## src/rtl/fetch_pkg.sv

```systemverilog
// Shared types and widths for the instruction fetch front end.
package fetch_pkg;

    localparam int unsigned XLEN       = 32;
    localparam int unsigned INST_WIDTH = 32;

    // One buffered fetch: the request PC, its prediction and the returned word.
    typedef struct packed {
        logic [XLEN-1:0]       pc;
        logic                  pred_taken;
        logic [XLEN-1:0]       pred_target;
        logic [INST_WIDTH-1:0] inst;
        logic                  filled;
    } fetch_entry_t;

    // Width of a buffer pointer for a given entry count.
    function automatic int unsigned ptr_width(input int unsigned depth);
        return $clog2(depth);
    endfunction

endpackage

```

## src/rtl/fetch_unit_if.sv

```systemverilog
// Fetch front-end bus: imem request/response, predictor, redirect and decode handshakes.
interface fetch_unit_if;
    import fetch_pkg::*;

    logic                  imem_req_valid;
    logic                  imem_req_ready;
    logic [XLEN-1:0]       imem_req_addr;
    logic                  imem_resp_valid;
    logic [INST_WIDTH-1:0] imem_resp_data;
    logic                  pred_taken;
    logic [XLEN-1:0]       pred_target;
    logic                  redirect_valid;
    logic [XLEN-1:0]       redirect_pc;
    logic                  dec_valid;
    logic                  dec_ready;
    logic [INST_WIDTH-1:0] dec_inst;
    logic [XLEN-1:0]       dec_pc;
    logic                  dec_pred_taken;
    logic [XLEN-1:0]       dec_pred_target;

    // Fetch unit side.
    modport master (
        output imem_req_valid, imem_req_addr,
        input  imem_req_ready, imem_resp_valid, imem_resp_data,
        input  pred_taken, pred_target,
        input  redirect_valid, redirect_pc,
        output dec_valid, dec_inst, dec_pc, dec_pred_taken, dec_pred_target,
        input  dec_ready
    );

    // Memory / predictor / EX / decode side.
    modport slave (
        input  imem_req_valid, imem_req_addr,
        output imem_req_ready, imem_resp_valid, imem_resp_data,
        output pred_taken, pred_target,
        output redirect_valid, redirect_pc,
        input  dec_valid, dec_inst, dec_pc, dec_pred_taken, dec_pred_target,
        output dec_ready
    );

endinterface

```

## src/rtl/fetch_queue.sv

```systemverilog
// Fetch buffer: entries allocated at request time, filled in order by responses, popped to decode.
module fetch_queue
    import fetch_pkg::*;
#(
    parameter int unsigned DEPTH = 4
) (
    input  logic                  clock,
    input  logic                  reset,
    input  logic                  flush,
    input  logic                  alloc,
    input  fetch_entry_t          alloc_entry,
    input  logic                  fill,
    input  logic [INST_WIDTH-1:0] fill_inst,
    input  logic                  pop,
    output fetch_entry_t          head_entry
);

    localparam int unsigned PW = ptr_width(DEPTH);

    logic [PW-1:0] head;
    logic [PW-1:0] fill_ptr;
    logic [PW-1:0] tail;
    fetch_entry_t  entries [DEPTH];

    assign head_entry = entries[head];

    // Pointer and storage update; alloc, fill and pop never target the same slot.
    always_ff @(posedge clock or posedge reset) begin
        if (reset) begin
            head     <= '0;
            fill_ptr <= '0;
            tail     <= '0;
            for (int unsigned i = 0; i < DEPTH; i++) begin
                entries[i] <= '0;
            end
        end else if (flush) begin
            head     <= '0;
            fill_ptr <= '0;
            tail     <= '0;
            for (int unsigned i = 0; i < DEPTH; i++) begin
                entries[i].filled <= 1'b0;
            end
        end else begin
            if (alloc) begin
                entries[tail] <= alloc_entry;
                tail          <= tail + PW'(1);
            end
            if (fill) begin
                entries[fill_ptr].inst   <= fill_inst;
                entries[fill_ptr].filled <= 1'b1;
                fill_ptr                 <= fill_ptr + PW'(1);
            end
            if (pop) begin
                entries[head].filled <= 1'b0;
                head                 <= head + PW'(1);
            end
        end
    end

endmodule

```

## src/rtl/fetch_unit.sv

```systemverilog
// Instruction fetch front end: owns the fetch PC, issues credited imem requests,
// buffers responses with prediction metadata and flushes on EX redirect.
module fetch_unit
    import fetch_pkg::*;
#(
    parameter int unsigned     DEPTH    = 4,
    parameter logic [XLEN-1:0] RESET_PC = 32'h0000_0000
) (
    input logic          clock,
    input logic          reset,
    fetch_unit_if.master bus
);

    localparam int unsigned CW = ptr_width(DEPTH) + 1;

    logic [XLEN-1:0] pc;
    logic [XLEN-1:0] pc_n;
    logic [CW-1:0]   alloc_cnt;
    logic [CW-1:0]   alloc_n;
    logic [CW-1:0]   pend_cnt;
    logic [CW-1:0]   pend_n;
    logic [CW-1:0]   drop_cnt;
    logic [CW-1:0]   drop_n;
    logic [CW-1:0]   outstanding;

    logic            credit;
    logic            req_fire;
    logic            resp_drop;
    logic            resp_fill;
    logic            pop;
    fetch_entry_t    alloc_entry;
    fetch_entry_t    head_entry;

    // Credit covers live buffer entries plus stale responses still owed by memory.
    assign credit    = (alloc_cnt + drop_cnt) < CW'(DEPTH);
    assign req_fire  = bus.imem_req_valid && bus.imem_req_ready;
    assign resp_drop = bus.imem_resp_valid && (drop_cnt != '0);
    assign resp_fill = bus.imem_resp_valid && (drop_cnt == '0) && (pend_cnt != '0)
                       && !bus.redirect_valid;
    assign pop       = head_entry.filled && bus.dec_ready && !bus.redirect_valid;

    assign bus.imem_req_valid = credit && !bus.redirect_valid && !reset;
    assign bus.imem_req_addr  = pc;

    // Decode view of the head entry; zeroed while nothing is ready.
    assign bus.dec_valid       = head_entry.filled;
    assign bus.dec_inst        = head_entry.filled ? head_entry.inst        : '0;
    assign bus.dec_pc          = head_entry.filled ? head_entry.pc          : '0;
    assign bus.dec_pred_taken  = head_entry.filled && head_entry.pred_taken;
    assign bus.dec_pred_target = head_entry.filled ? head_entry.pred_target : '0;

    // New entry captured at request handshake; instruction arrives later.
    always_comb begin
        alloc_entry             = '0;
        alloc_entry.pc          = pc;
        alloc_entry.pred_taken  = bus.pred_taken;
        alloc_entry.pred_target = bus.pred_target;
    end

    // Next PC and counters; redirect overrides everything and turns pending fetches into drops.
    always_comb begin
        pc_n        = pc;
        alloc_n     = alloc_cnt;
        pend_n      = pend_cnt;
        drop_n      = drop_cnt;
        outstanding = drop_cnt + pend_cnt;
        if (bus.redirect_valid) begin
            pc_n    = bus.redirect_pc;
            alloc_n = '0;
            pend_n  = '0;
            drop_n  = outstanding - CW'(bus.imem_resp_valid && (outstanding != '0));
        end else begin
            alloc_n = alloc_cnt + CW'(req_fire) - CW'(pop);
            pend_n  = pend_cnt + CW'(req_fire) - CW'(resp_fill);
            drop_n  = drop_cnt - CW'(resp_drop);
            if (req_fire) begin
                pc_n = bus.pred_taken ? bus.pred_target : pc + XLEN'(4);
            end
        end
    end

    // PC and counter registers.
    always_ff @(posedge clock or posedge reset) begin
        if (reset) begin
            pc        <= RESET_PC;
            alloc_cnt <= '0;
            pend_cnt  <= '0;
            drop_cnt  <= '0;
        end else begin
            pc        <= pc_n;
            alloc_cnt <= alloc_n;
            pend_cnt  <= pend_n;
            drop_cnt  <= drop_n;
        end
    end

    fetch_queue #(
        .DEPTH (DEPTH)
    ) u_queue (
        .clock       (clock),
        .reset       (reset),
        .flush       (bus.redirect_valid),
        .alloc       (req_fire),
        .alloc_entry (alloc_entry),
        .fill        (resp_fill),
        .fill_inst   (bus.imem_resp_data),
        .pop         (pop),
        .head_entry  (head_entry)
    );

    // A response with nothing outstanding and nothing to drop is a memory protocol error.
    resp_without_request: assert property (
        @(posedge clock) disable iff (reset)
        !(bus.imem_resp_valid && (drop_cnt == '0) && (pend_cnt == '0))
    );

endmodule

```

## src/flat_wrapper.sv

```systemverilog
// flat-port wrapper written by rule: the top's interface ports become plain ports
module fetch_unit_flat import fetch_pkg::*;
#(
    parameter int unsigned     DEPTH    = 4,
    parameter logic [XLEN-1:0] RESET_PC = 32'h0000_0000
)
  (clock, reset, bus_imem_req_valid, bus_imem_req_addr, bus_imem_req_ready, bus_imem_resp_valid, bus_imem_resp_data, bus_pred_taken, bus_pred_target, bus_redirect_valid, bus_redirect_pc, bus_dec_valid, bus_dec_inst, bus_dec_pc, bus_dec_pred_taken, bus_dec_pred_target, bus_dec_ready);
  fetch_unit_if bus_i ();
  input logic clock;
  input logic reset;
  output wire logic [$bits(bus_i.imem_req_valid)-1:0] bus_imem_req_valid;
  output wire logic [$bits(bus_i.imem_req_addr)-1:0] bus_imem_req_addr;
  input wire logic [$bits(bus_i.imem_req_ready)-1:0] bus_imem_req_ready;
  input wire logic [$bits(bus_i.imem_resp_valid)-1:0] bus_imem_resp_valid;
  input wire logic [$bits(bus_i.imem_resp_data)-1:0] bus_imem_resp_data;
  input wire logic [$bits(bus_i.pred_taken)-1:0] bus_pred_taken;
  input wire logic [$bits(bus_i.pred_target)-1:0] bus_pred_target;
  input wire logic [$bits(bus_i.redirect_valid)-1:0] bus_redirect_valid;
  input wire logic [$bits(bus_i.redirect_pc)-1:0] bus_redirect_pc;
  output wire logic [$bits(bus_i.dec_valid)-1:0] bus_dec_valid;
  output wire logic [$bits(bus_i.dec_inst)-1:0] bus_dec_inst;
  output wire logic [$bits(bus_i.dec_pc)-1:0] bus_dec_pc;
  output wire logic [$bits(bus_i.dec_pred_taken)-1:0] bus_dec_pred_taken;
  output wire logic [$bits(bus_i.dec_pred_target)-1:0] bus_dec_pred_target;
  input wire logic [$bits(bus_i.dec_ready)-1:0] bus_dec_ready;
  assign bus_imem_req_valid = bus_i.imem_req_valid;
  assign bus_imem_req_addr = bus_i.imem_req_addr;
  assign bus_i.imem_req_ready = bus_imem_req_ready;
  assign bus_i.imem_resp_valid = bus_imem_resp_valid;
  assign bus_i.imem_resp_data = bus_imem_resp_data;
  assign bus_i.pred_taken = bus_pred_taken;
  assign bus_i.pred_target = bus_pred_target;
  assign bus_i.redirect_valid = bus_redirect_valid;
  assign bus_i.redirect_pc = bus_redirect_pc;
  assign bus_dec_valid = bus_i.dec_valid;
  assign bus_dec_inst = bus_i.dec_inst;
  assign bus_dec_pc = bus_i.dec_pc;
  assign bus_dec_pred_taken = bus_i.dec_pred_taken;
  assign bus_dec_pred_target = bus_i.dec_pred_target;
  assign bus_i.dec_ready = bus_dec_ready;
  fetch_unit #(.DEPTH(DEPTH), .RESET_PC(RESET_PC)) u_core (.clock(clock), .reset(reset), .bus(bus_i));
endmodule
```

## config.mk

```make
export PLATFORM = sky130hd
export DESIGN_NAME = fetch_unit_flat
export DESIGN_NICKNAME = d
export VERILOG_FILES = /design/src/rtl/fetch_pkg.sv /design/src/rtl/fetch_unit_if.sv /design/src/rtl/fetch_queue.sv /design/src/rtl/fetch_unit.sv /design/src/flat_wrapper.sv
export SDC_FILE = /design/constraint.sdc
export NUM_CORES = 1
export LEC_CHECK = 0
export CAP_MARGIN = 5
export CORE_MARGIN = 2
export CORE_UTILIZATION = 30
export DETAILED_ROUTE_END_ITERATION = 10
export DONT_BUFFER_PORTS = 1
export MAX_ROUTING_LAYER = met4
export PLACE_DENSITY_LB_ADDON = 0.12
export SYNTH_ARGS = -nofsm -noshare
export SYNTH_HDL_FRONTEND = slang
export SYNTH_SLANG_ARGS = --single-unit
```

## constraint.sdc

```tcl
create_clock -name clock -period 13.4 [get_ports clock]
set_clock_uncertainty 0.05 [all_clocks]
set_input_delay 1.34 -clock clock [delete_from_list [all_inputs] [get_ports clock]]
set_output_delay 1.34 -clock clock [all_outputs]
set_load 0.1 [all_outputs]
```

==> results of run 1 <==
-- cells by family after synthesis --
| family | Yosys count | synth area share, % |
|---|---|---|
| multiplexers | 341 | 23.3 |
| AO/OA/AOI/OAI | 271 | 7.42 |
| AND/OR/NAND/NOR | 468 | 10.9 |
| flip-flops | 439 | 52.0 |
| adder cells (fa/ha/maj) | 26 | 1.65 |
| XOR/XNOR | 25 | 1.04 |
| buffers and inverters | 189 | 3.69 |
-- metal layers --
layer | up-vias | track usage (%)
met1 | 7184 | 23.5
met3 | 85 | 5.31
li1 | 6257 | -
met5 | - | -
met4 | 0 | 4.49
met2 | 349 | 29.5
-- power groups by stage --
stage / Sequential [uW] / Clock [uW] / Combinational (uW)
global placement: 1680 / 0 / 720
detailed placement: 1680 / 0 / 724
CTS: 1660 / 1530 / 729
floorplan: 1740 / 0 / 471
finish: 1660 / 1480 / 715
global route: 1680 / 1580 / 776
-- cell type report --
class,instances,area [sq um]
Fill cell,7013,45600
Inverter,41,158
Tap cell,940,1180
Sequential cell,439,11000
Timing Repair Buffer,67,520
Multi-Input combinational cell,1131,9620
Clock buffer,82,1590
Clock inverter,17,206
Antenna cell,10,25.0
-- cells in the final DEF (no fill, tap or decap), drive strengths merged, types with 15 or more instances in the layout --
cell type  count
o21ai        173
nand3        111
nor2b        101
inv           42
nor2          30
a21oi         29
ha            23
nand2        181
buf           66
clkbuf        83
mux4          97
mux2i         15
dfrtp        439
mux2         229
-- per-stage QoR --
stage	utilization (%)	instance area, sq um	setup slack (ns)	hold WS (ns)	instances
global placement	32.1	22500	8.67	0.408	2618
finish	34.7	24300	8.08	0.426	2727
global route	34.7	24300	7.93	0.453	2725
CTS	34.7	24300	7.97	0.431	2717
detailed placement	32.1	22500	8.65	0.418	2618
floorplan	-	21100	3.40	0.395	1759
-- worst max path at each step --
stage                          end  slack, ns  cells after the start
2_1_floorplan  u_core.alloc_cnt[1]       3.40                      9
3_3_place_gp         bus_dec_pc[4]       8.67                      3
3_5_place_dp         bus_dec_pc[4]       8.65                      3
4_1_cts              bus_dec_pc[4]       7.97                      3
5_1_grt              bus_dec_pc[4]       7.93                      4
6_report             bus_dec_pc[4]       8.08                      3
-- worst min-delay path, delay by kind of cell (launching register included) --
family           cells  cell delay, ns
AO/OA/AOI/OAI        1            0.06
AND/OR/NAND/NOR      1            0.04
flip-flops           1            0.34
==> parameters.txt, run 1 <==
Parameter                              Value

Critical path
  Start point of the critical path    u_core.u_queue.head[1]
  Launching element type of the critical path    flop
  Worst reg2reg endpoint    u_core.alloc_cnt[2]
  Critical Setup Path Class    flop to primary output
  R2r setup slk    ~9.3 ns
  Peak per-stage delay on the critical path    approximately 0.95 ns
  Kind of end point of the critical path    primary output
  WP data required    about 12 ns
  Critical Path Slowest Stage Cell    dfrtp_4
  Reg-to-reg startpoint    u_core.u_queue.head[1]
  Worst-path maximum fanout    between 50 and 60
  Signal arrival time at the worst endpoint    3.93 ns
  Buffer and inverter count on the worst path    1
  Worst reg-to-reg path cell count    11
  List of cells traversed by the critical path    buf_4, mux4_2, nor2b_2
  Cell family with most CP delay    flip-flops

STA
  Final clock period utilization by the worst path    39.7%
  Clock period minus final worst setup slack    between 5 and 6 ns
  Setup total negative slack    0 ns
  Setup repair after global routing missed its margin    no
  Endpoints failing setup    0
  Maximum clock frequency    188 MHz
  Worst rel slew slack    roughly 22%
  Pin slew with the least headroom to its limit    1.17 ns
  Number of max-slew violations in the final report    0
  Number of hold violations in the final report    0

Logic synthesis
  Syn_nets    around 1.9k
  Leading cell types by total area after synthesis    dfrtp_1 (52%), mux2_2 (12%), mux4_2 (10%)
  Number of warning messages in the yosys log    0
  Area of the mapped netlist    roughly 21000 sq um
  Area share of the largest cell type after synthesis    a little over half
  Yosys reg bits    439
  Largest area contributor in the synthesized netlist    dfrtp_1
  Most used DFF post-synth    dfrtp_1
  Most used standard cell by instance count after synthesis    dfrtp_1
  Post-synthesis cell type count    between 60 and 70
  Async S/R FF share, synth    between 90% and 100%
  Synth Instances    between 1.5k and 2k
  Sequential element share of the synthesized area    a little over half
  Number of enable flip-flop cells after synthesis    0
  Average footprint of a synthesized cell    12.0 sq um
  Commonest cells in the synthesized netlist    dfrtp_1 (439), mux2_2 (229), nand2_1 (181)

Global routing
  Maximum number of pins on one net before global-route repair    between 90 and 100
  Gr usage total    between 10% and 20%
  Antenna violations before repair    12
  Wire length of the first global-routing pass    99600 um
  Number of global-route vias before repair    14.8k
  Grt total ovfl    0

Power and ir drop
  Share of power burned in combinational logic    ~19%
  Clock share of power    38.4%
  Max VDD drop    around 0.00009 V
  Total internal power    2750 uW
  Net switching power of the design    1110 uW
  Leakage power figure    around 0.011 uW
  PnR Total Power    roughly 3900 uW
  Power per cell area    roughly 160 nW/um^2
  Sequential fraction of design power    a little over two fifths
  Switching share of total power    28.8%

Cells and area
  Share of final-layout standard cells stronger than drive strength 1    approximately 33%
  Number of nets in the final layout    around 1.9k
  Area Growth Syn to Fin    15.1%

Detailed routing
  First-iteration detailed-routing DRC count    between 900 and 1k
  Routed length on met3    4570 um
  Total number of vias    between 10k and 15k
  Number of vias per cell after detailed routing    roughly 5
  Antenna-violating nets left    0
  Router iterations before antenna repair    5
  Wirelength, routed    approximately 65000 um
  Total met2 wirelength after detailed routing    a little over 30000 um
  Met1 WL    ~29000 um
  Number of design rule violations left after detail routing    0
  Routed WL per cell    between 20 and 25 um
  Uppermost layer routed    met4

Clock network
  Hold buffers post-CTS    0
  CTS buffer count    54
  Count of H-tree levels built during CTS    2
  Post-CTS Setup Inserts    0
  Clock-pin slew on the worst setup and hold paths    around 0.060 ns
  TritonCTS clock tree    done
  Number of instances resized during post-cts repair    0
  Clock insertion delay at the later pin of the skew report    between 0.6 and 0.7 ns
  Master cell of the clock root buffer    clkbuf_16
  CTS sink count    ~440
  Number of buffers on the longest clock path    3

Floorplanning
  DIE AREA    72500 sq um
  Overall die width    between 200 and 300 um
  Starting Density    30.2%
  Standard cell core area    approximately 70000 sq um
  Row count    97
  Y dimension of the die    approximately 270 um
  Boundary Pins    234

Placed design
  I/O Buffers    0
  Weighted congestion at the end of routability-driven global placement    0.770
  Half-perimeter wire length after placement    41200 um

Flow run
  Count of maximum capacitance violations    0

Outcome
  Run status    complete, no violations

Min path
  Hold Crit Depth    2
  Type of the most critical hold path    flop to flop
Power figures use the tool's default switching activity.
==> run 2: changes to the inputs <==
clock period = 5.4 ns   (was 13.4 ns; I/O delays follow)
==> run 2 against run 1 <==
  * Non-clock buffer count increased by 79
  * Die area unchanged
  * Sequential share of layout area is 1.8 points lower
  * Largest power group unchanged
==> parameters.txt, run 2 (synthesized netlist as in run 1, its figures left out) <==
Parameter                              Value

Outcome
  Run status    complete, no violations

Global routing
  Maximum number of pins on one net before global-route repair    134 (+46%)
  Antenna violations before repair    7 (-5)
  Wire length of the first global-routing pass    103000 um (+3.5%)
  Grt total ovfl    0 (unchanged)
  Gr usage total    19.3% (+0.70 points)
  Number of global-route vias before repair    15.3k (+3.2%)

STA
  Worst rel slew slack    21.7% (-0.43 points)
  Clock period minus final worst setup slack    4.40 ns
  Pin slew with the least headroom to its limit    1.16 ns (-0.00325 ns)
  Setup repair after global routing missed its margin    no
  Endpoints failing setup    0 (unchanged)
  Maximum clock frequency    between 200 and 250 MHz
  Number of max-slew violations in the final report    0 (unchanged)
  Number of hold violations in the final report    0 (unchanged)
  Final clock period utilization by the worst path    ~81%
  Setup total negative slack    0 ns (unchanged)

Detailed routing
  Wirelength, routed    67800 um (+3.7%)
  Routed WL per cell    24.2 um (+1.0%)
  Number of vias per cell after detailed routing    5.11 (+0.36%)
  Router iterations before antenna repair    5 (unchanged)
  First-iteration detailed-routing DRC count    830 (-9.2%)
  Antenna-violating nets left    0 (unchanged)
  Number of design rule violations left after detail routing    0 (unchanged)
  Total number of vias    14.3k (+3.0%)

Cells and area
  Top library cells by usage in the layout, fill and taps aside    dfrtp_1 (437), mux2_2 (228), nand2_1 (177), o21ai_0 (172), nand3_1 (111)
  Final std cell area, no fill    25300 sq um (+4.2%)
  Share of final-layout standard cells stronger than drive strength 1    32.6% (-0.68 points)
  Area Growth Syn to Fin    19.9%
  Most common library cell in the layout ignoring fill and taps    dfrtp_1
  Number of nets in the final layout    1942 (+4.2%)

Floorplanning
  DIE AREA    72500 sq um (unchanged)
  Row count    97 (unchanged)
  Y dimension of the die    269 um (unchanged)
  Standard cell core area    69900 sq um (unchanged)
  Starting Density    30.2% (unchanged)
  Boundary Pins    234 (unchanged)
  Overall die width    269 um (unchanged)

Flow run
  Count of maximum capacitance violations    0 (unchanged)

Power and ir drop
  Share of power burned in combinational logic    19.1% (+0.6 points)
  Total internal power    7120 uW (+160%)
  Leakage power figure    0.0110 uW (+4.2%)
  Power per cell area    393 nW/um^2 (+150%)
  Clock share of power    39.7% (+1.3 points)
  Max VDD drop    0.000258 V (+180%)
  Net switching power of the design    2830 uW (+150%)
  Sequential fraction of design power    41.2% (-1.9 points)
  Switching share of total power    28.4% (-0.35 points)

Critical path
  Worst-path maximum fanout    49 (-14%)
  Peak per-stage delay on the critical path    1.00 ns (+0.05 ns)
  List of cells traversed by the critical path    buf_4, mux4_2, nor2b_2
  Cell family with most CP delay    flip-flops
  Critical Setup Path Class    flop to primary output
  Signal arrival time at the worst endpoint    3.81 ns (-0.12 ns)
  Launching element type of the critical path    flop
  WP data required    4.81 ns (-7.20 ns)
  Buffer and inverter count on the worst path    1 (unchanged)
  Critical Path Slowest Stage Cell    dfrtp_4
  Kind of end point of the critical path    primary output

Clock network
  Count of H-tree levels built during CTS    2 (unchanged)
  Clock insertion delay at the later pin of the skew report    0.62 ns (about the same)
  Clock-pin slew on the worst setup and hold paths    0.06 ns (about the same)
  CTS buffer count    54 (unchanged)
  TritonCTS clock tree    done
  Master cell of the clock root buffer    clkbuf_16
  Number of buffers on the longest clock path    3 (unchanged)
  CTS sink count    439 (unchanged)

Placed design
  Half-perimeter wire length after placement    40500 um (-1.7%)
  Weighted congestion at the end of routability-driven global placement    0.756 (-1.7%)
  I/O Buffers    0 (unchanged)
  Total cell area at the placement stage    22600 sq um (+0.43%)

Min path
  Type of the most critical hold path    input pin to flop
[run 2: stage by stage]
step | std cells | hold WS (ns) | worst slack (ns) | power [uW] | util (%)
floorplan | 1759 | 0.395 | -3.77 | 5480 | -
global placement | 2619 | 0.407 | 1.56 | 5980 | 32.3
detailed placement | 2619 | 0.420 | 1.52 | 6010 | 32.3
CTS | 2794 | 0.000164 | 0.834 | 10100 | 36.2
global route | 2800 | 0.0152 | 0.800 | 10400 | 36.2
finish | 2800 | 0.0322 | 1.00 | 9950 | 36.2
[run 2: path summary, 6_finish.rpt]
path | from | end | slack [ns] | cells after the start
worst max-delay path | u_core.u_queue.head[1] | bus_dec_pc[25] | 1.00 | 3
worst min-delay path | bus_imem_resp_data[1] | u_core.u_queue.entries[296] | 0.03 | 2
worst max register to register | u_core.alloc_cnt[1] | u_core.pend_cnt[2] | 1.71 | 11
worst min register to register | flop | flop | 0.43 | 2
max in group asynchronous | reset | u_core.u_queue.head[1] | 2.51 | 4
min in group asynchronous | reset | u_core.bus.imem_req_addr[10] | 0.49 | 2
[run 2: what timing repair did]
item / in CTS / in global routing
resized for setup: 0 / 0
endpoints found under the hold margin: 211 / 0
hold buffers: 78 / 0
setup buffers: 0 / 0
[run 2: per-layer routing]
metal | track usage (%) | share of wire, % | vias up
li1 | - | - | 6414
met1 | 24.0 | 43 | 7429
met2 | 31.2 | 48 | 361
met3 | 5.04 | 6.5 | 94
met4 | 5.10 | 2.4 | 0
met5 | - | 0 | -
[run 2: cell type report]
type	count	area, sq um
fill	6884	44600
sequential	439	11000
multi-input combinational	1131	9660
clock buffer	77	1590
timing repair buffer	146	1370
tap	940	1180
clock inverter	20	350
inverter	41	158
antenna	6	15.0
[run 2: power by group through the flow]
stage                     Combinational [uW]  Sequential, uW  Clock (uW)
after global routing                    2060            4160        4200
after floorplan                         1180            4310           0
after detailed placement                1850            4150           0
after CTS                               1930            4100        4070
final                                   1900            4100        3950
after global placement                  1830            4150           0
==> run 3: changes to the inputs <==
clock period = 4.2 ns   (was 5.4 ns; I/O delays follow)
==> run 3 against run 2 <==
  * Register-to-register slack got worse by 0.90 ns
  * Global-route usage fell by 0.50 points
  * Setup slack worse by 0.29 ns
  * Sequential share of layout area fell by 1.4 points
  * Die area is the same
  * Critical path type unchanged
  * Routed wire length is 1.6% lower
  * Flip-flop and latch count unchanged
  * Sequential power rose by 27%
  * Combinational power rose by 36%
  * First-iteration DRC count increased by 20%
  * Clock-buffer cell count did not move
==> parameters.txt, run 3 (synthesized netlist as in run 1, its figures left out) <==
Parameter                              Value

Global routing
  Number of global-route vias before repair    15.3k (-0.072%)
  Gr usage total    18.8% (-0.50 points)
  Maximum number of pins on one net before global-route repair    179 (+34%)
  Grt total ovfl    0 (unchanged)
  Wire length of the first global-routing pass    101000 um (-1.7%)
  Antenna violations before repair    11 (+4)

Detailed routing
  Antenna-violating nets left    0 (unchanged)
  Number of design rule violations left after detail routing    0 (unchanged)
  Router iterations before antenna repair    8 (+3)
  Total number of vias    14.7k (+2.5%)
  First-iteration detailed-routing DRC count    995 (+20%)
  Wirelength, routed    66700 um (-1.6%)
  Routed WL per cell    22.9 um (-5.3%)
  Number of vias per cell after detailed routing    5.04 (-1.4%)

Floorplanning
  Overall die width    269 um (unchanged)
  Y dimension of the die    269 um (unchanged)
  Boundary Pins    234 (unchanged)
  DIE AREA    72500 sq um (unchanged)
  Standard cell core area    69900 sq um (unchanged)
  Starting Density    30.2% (unchanged)
  Row count    97 (unchanged)

Min path
  Hold path start    bus_pred_taken
  Type of the most critical hold path    input pin to flop

Power and ir drop
  Power per cell area    484 nW/um^2 (+23%)
  Max VDD drop    0.000313 V (+22%)
  Leakage power figure    0.0116 uW (+5.0%)
  PnR Total Power    12700 uW (+27%)

Critical path
  Worst-path maximum fanout    59 (+20%)
  Launching element type of the critical path    flop
  Signal arrival time at the worst endpoint    3.02 ns (-0.79 ns)
  R2r setup slk    0.81 ns (-0.90 ns)
  Critical Setup Path Class    flop to primary output
  Reg-to-reg startpoint    u_core.alloc_cnt[1]
  Start point of the critical path    u_core.u_queue.head[1]
  WP data required    3.73 ns (-1.08 ns)
  Kind of end point of the critical path    primary output

Placed design
  Half-perimeter wire length after placement    40700 um (+0.42%)
  Count of placed standard cells including taps    2704 (+3.2%)
  Weighted congestion at the end of routability-driven global placement    0.774 (+2.3%)
  I/O Buffers    0 (unchanged)
  Setup Slack @ Placement    1.19 ns (-0.336 ns)

STA
  Clock period minus final worst setup slack    ~3.5 ns
  Worst rel slew slack    23.0% (+1.3 points)
  Endpoints failing setup    0 (unchanged)
  Final-layout worst hold slack    0.0448 ns (+0.0126 ns)
  Final clock period utilization by the worst path    between 80% and 90%
  Pin slew with the least headroom to its limit    1.16 ns (-0.00919 ns)
  Setup repair after global routing missed its margin    no
  Maximum clock frequency    roughly 290 MHz
  Final Worst Setup Slack    0.709 ns (-0.291 ns)
  Number of max-slew violations in the final report    0 (unchanged)
  Number of hold violations in the final report    0 (unchanged)

Clock network
  Clock insertion delay at the later pin of the skew report    0.60 ns (-0.02 ns)
  Number of instances resized during post-cts repair    0 (unchanged)
  Master cell of the clock root buffer    clkbuf_16
  TritonCTS clock tree    done
  Hold buffers post-CTS    98 (+26%)
  CTS sink count    439 (unchanged)
  Number of buffers on the longest clock path    3 (unchanged)
  Clock-pin slew on the worst setup and hold paths    0.06 ns (about the same)
  CTS buffer count    53 (-1.9%)
  Count of H-tree levels built during CTS    2 (unchanged)
  Post-CTS Setup Inserts    0 (unchanged)

Cells and area
  Top library cells by usage in the layout, fill and taps aside    dfrtp_1 (437), mux2_2 (228), nand2_1 (177), o21ai_0 (172), buf_4 (143)
  Area Growth Syn to Fin    23.9%
  Most common library cell in the layout ignoring fill and taps    dfrtp_1
  Number of fill cells in the layout    6886 (+0.029%)
  Util after Layout    37.4% (+1.2 points)
  Number of nets in the final layout    2046 (+5.4%)
  Non-Filler Instances    2910 (+3.9%)
  Share of final-layout standard cells stronger than drive strength 1    35.3% (+2.6 points)

Outcome
  Run status    complete, no violations

Flow run
  Count of maximum capacitance violations    0 (unchanged)
[run 3: cell count changes in the layout (fill, tap and decap cells not counted), moves of 3 or more]
cell           delta
bufinv_16         -3
diode_2           +5
clkinv_2          +3
buf_12            +4
dlygate4sd3_1    +20
buf_4            +80
[run 3: report_power, final]
part	internal [uW]	leakage (uW)	switching (uW)	total, uW
combinational	1180	0.00473	1400	2580
clock	2990	0.000921	1870	4870
sequential	4840	0.00592	367	5210
total	9020	0.0116	3640	12700
[run 3: worst paths after layout]
kind,to,cells after the start
max in group asynchronous,u_core.u_queue.head[0],4
min in group asynchronous,u_core.bus.imem_req_addr[17],3
worst min register to register,flop,2
worst max-delay path,bus_dec_pc[7],5
worst min-delay path,u_core.bus.imem_req_addr[23],2
worst max register to register,u_core.bus.imem_req_addr[3],7
[run 3: metal layers]
layer | global-route usage, % | vias up | part of all wire (%)
met2 | 29.2 | 377 | 47
met4 | 6.46 | 0 | 2.8
met3 | 5.04 | 101 | 6.4
met5 | - | - | 0
li1 | - | 6612 | -
met1 | 23.8 | 7567 | 44
[run 3: metrics by stage]
step,cell area (sq um),setup TNS [ns]
6_report,26200,0
5_1_grt,26200,0
4_1_cts,26100,0
3_5_place_dp,23300,0
3_3_place_gp,23300,0
2_1_floorplan,21200,-1111.23
[run 3: final cells by class]
class | instances | area [sq um] | share of cell area (%)
Inverter | 41 | 158 | 0.603
Clock inverter | 20 | 259 | 0.990
Sequential cell | 439 | 11000 | 42.0
Clock buffer | 77 | 1600 | 6.11
Timing Repair Buffer | 251 | 2280 | 8.72
Multi-Input combinational cell | 1131 | 9660 | 36.9
Tap cell | 940 | 1180 | 4.50
Antenna cell | 11 | 27.5 | 0.105
[run 3: critical path, cell delays in order, from the launching register on]
cell and delay (ns):
dfrtp_4 0.70, mux2i_1 0.29, mux2_8 0.55, buf_12 0.37, nor2b_2 0.09, buf_4 0.25
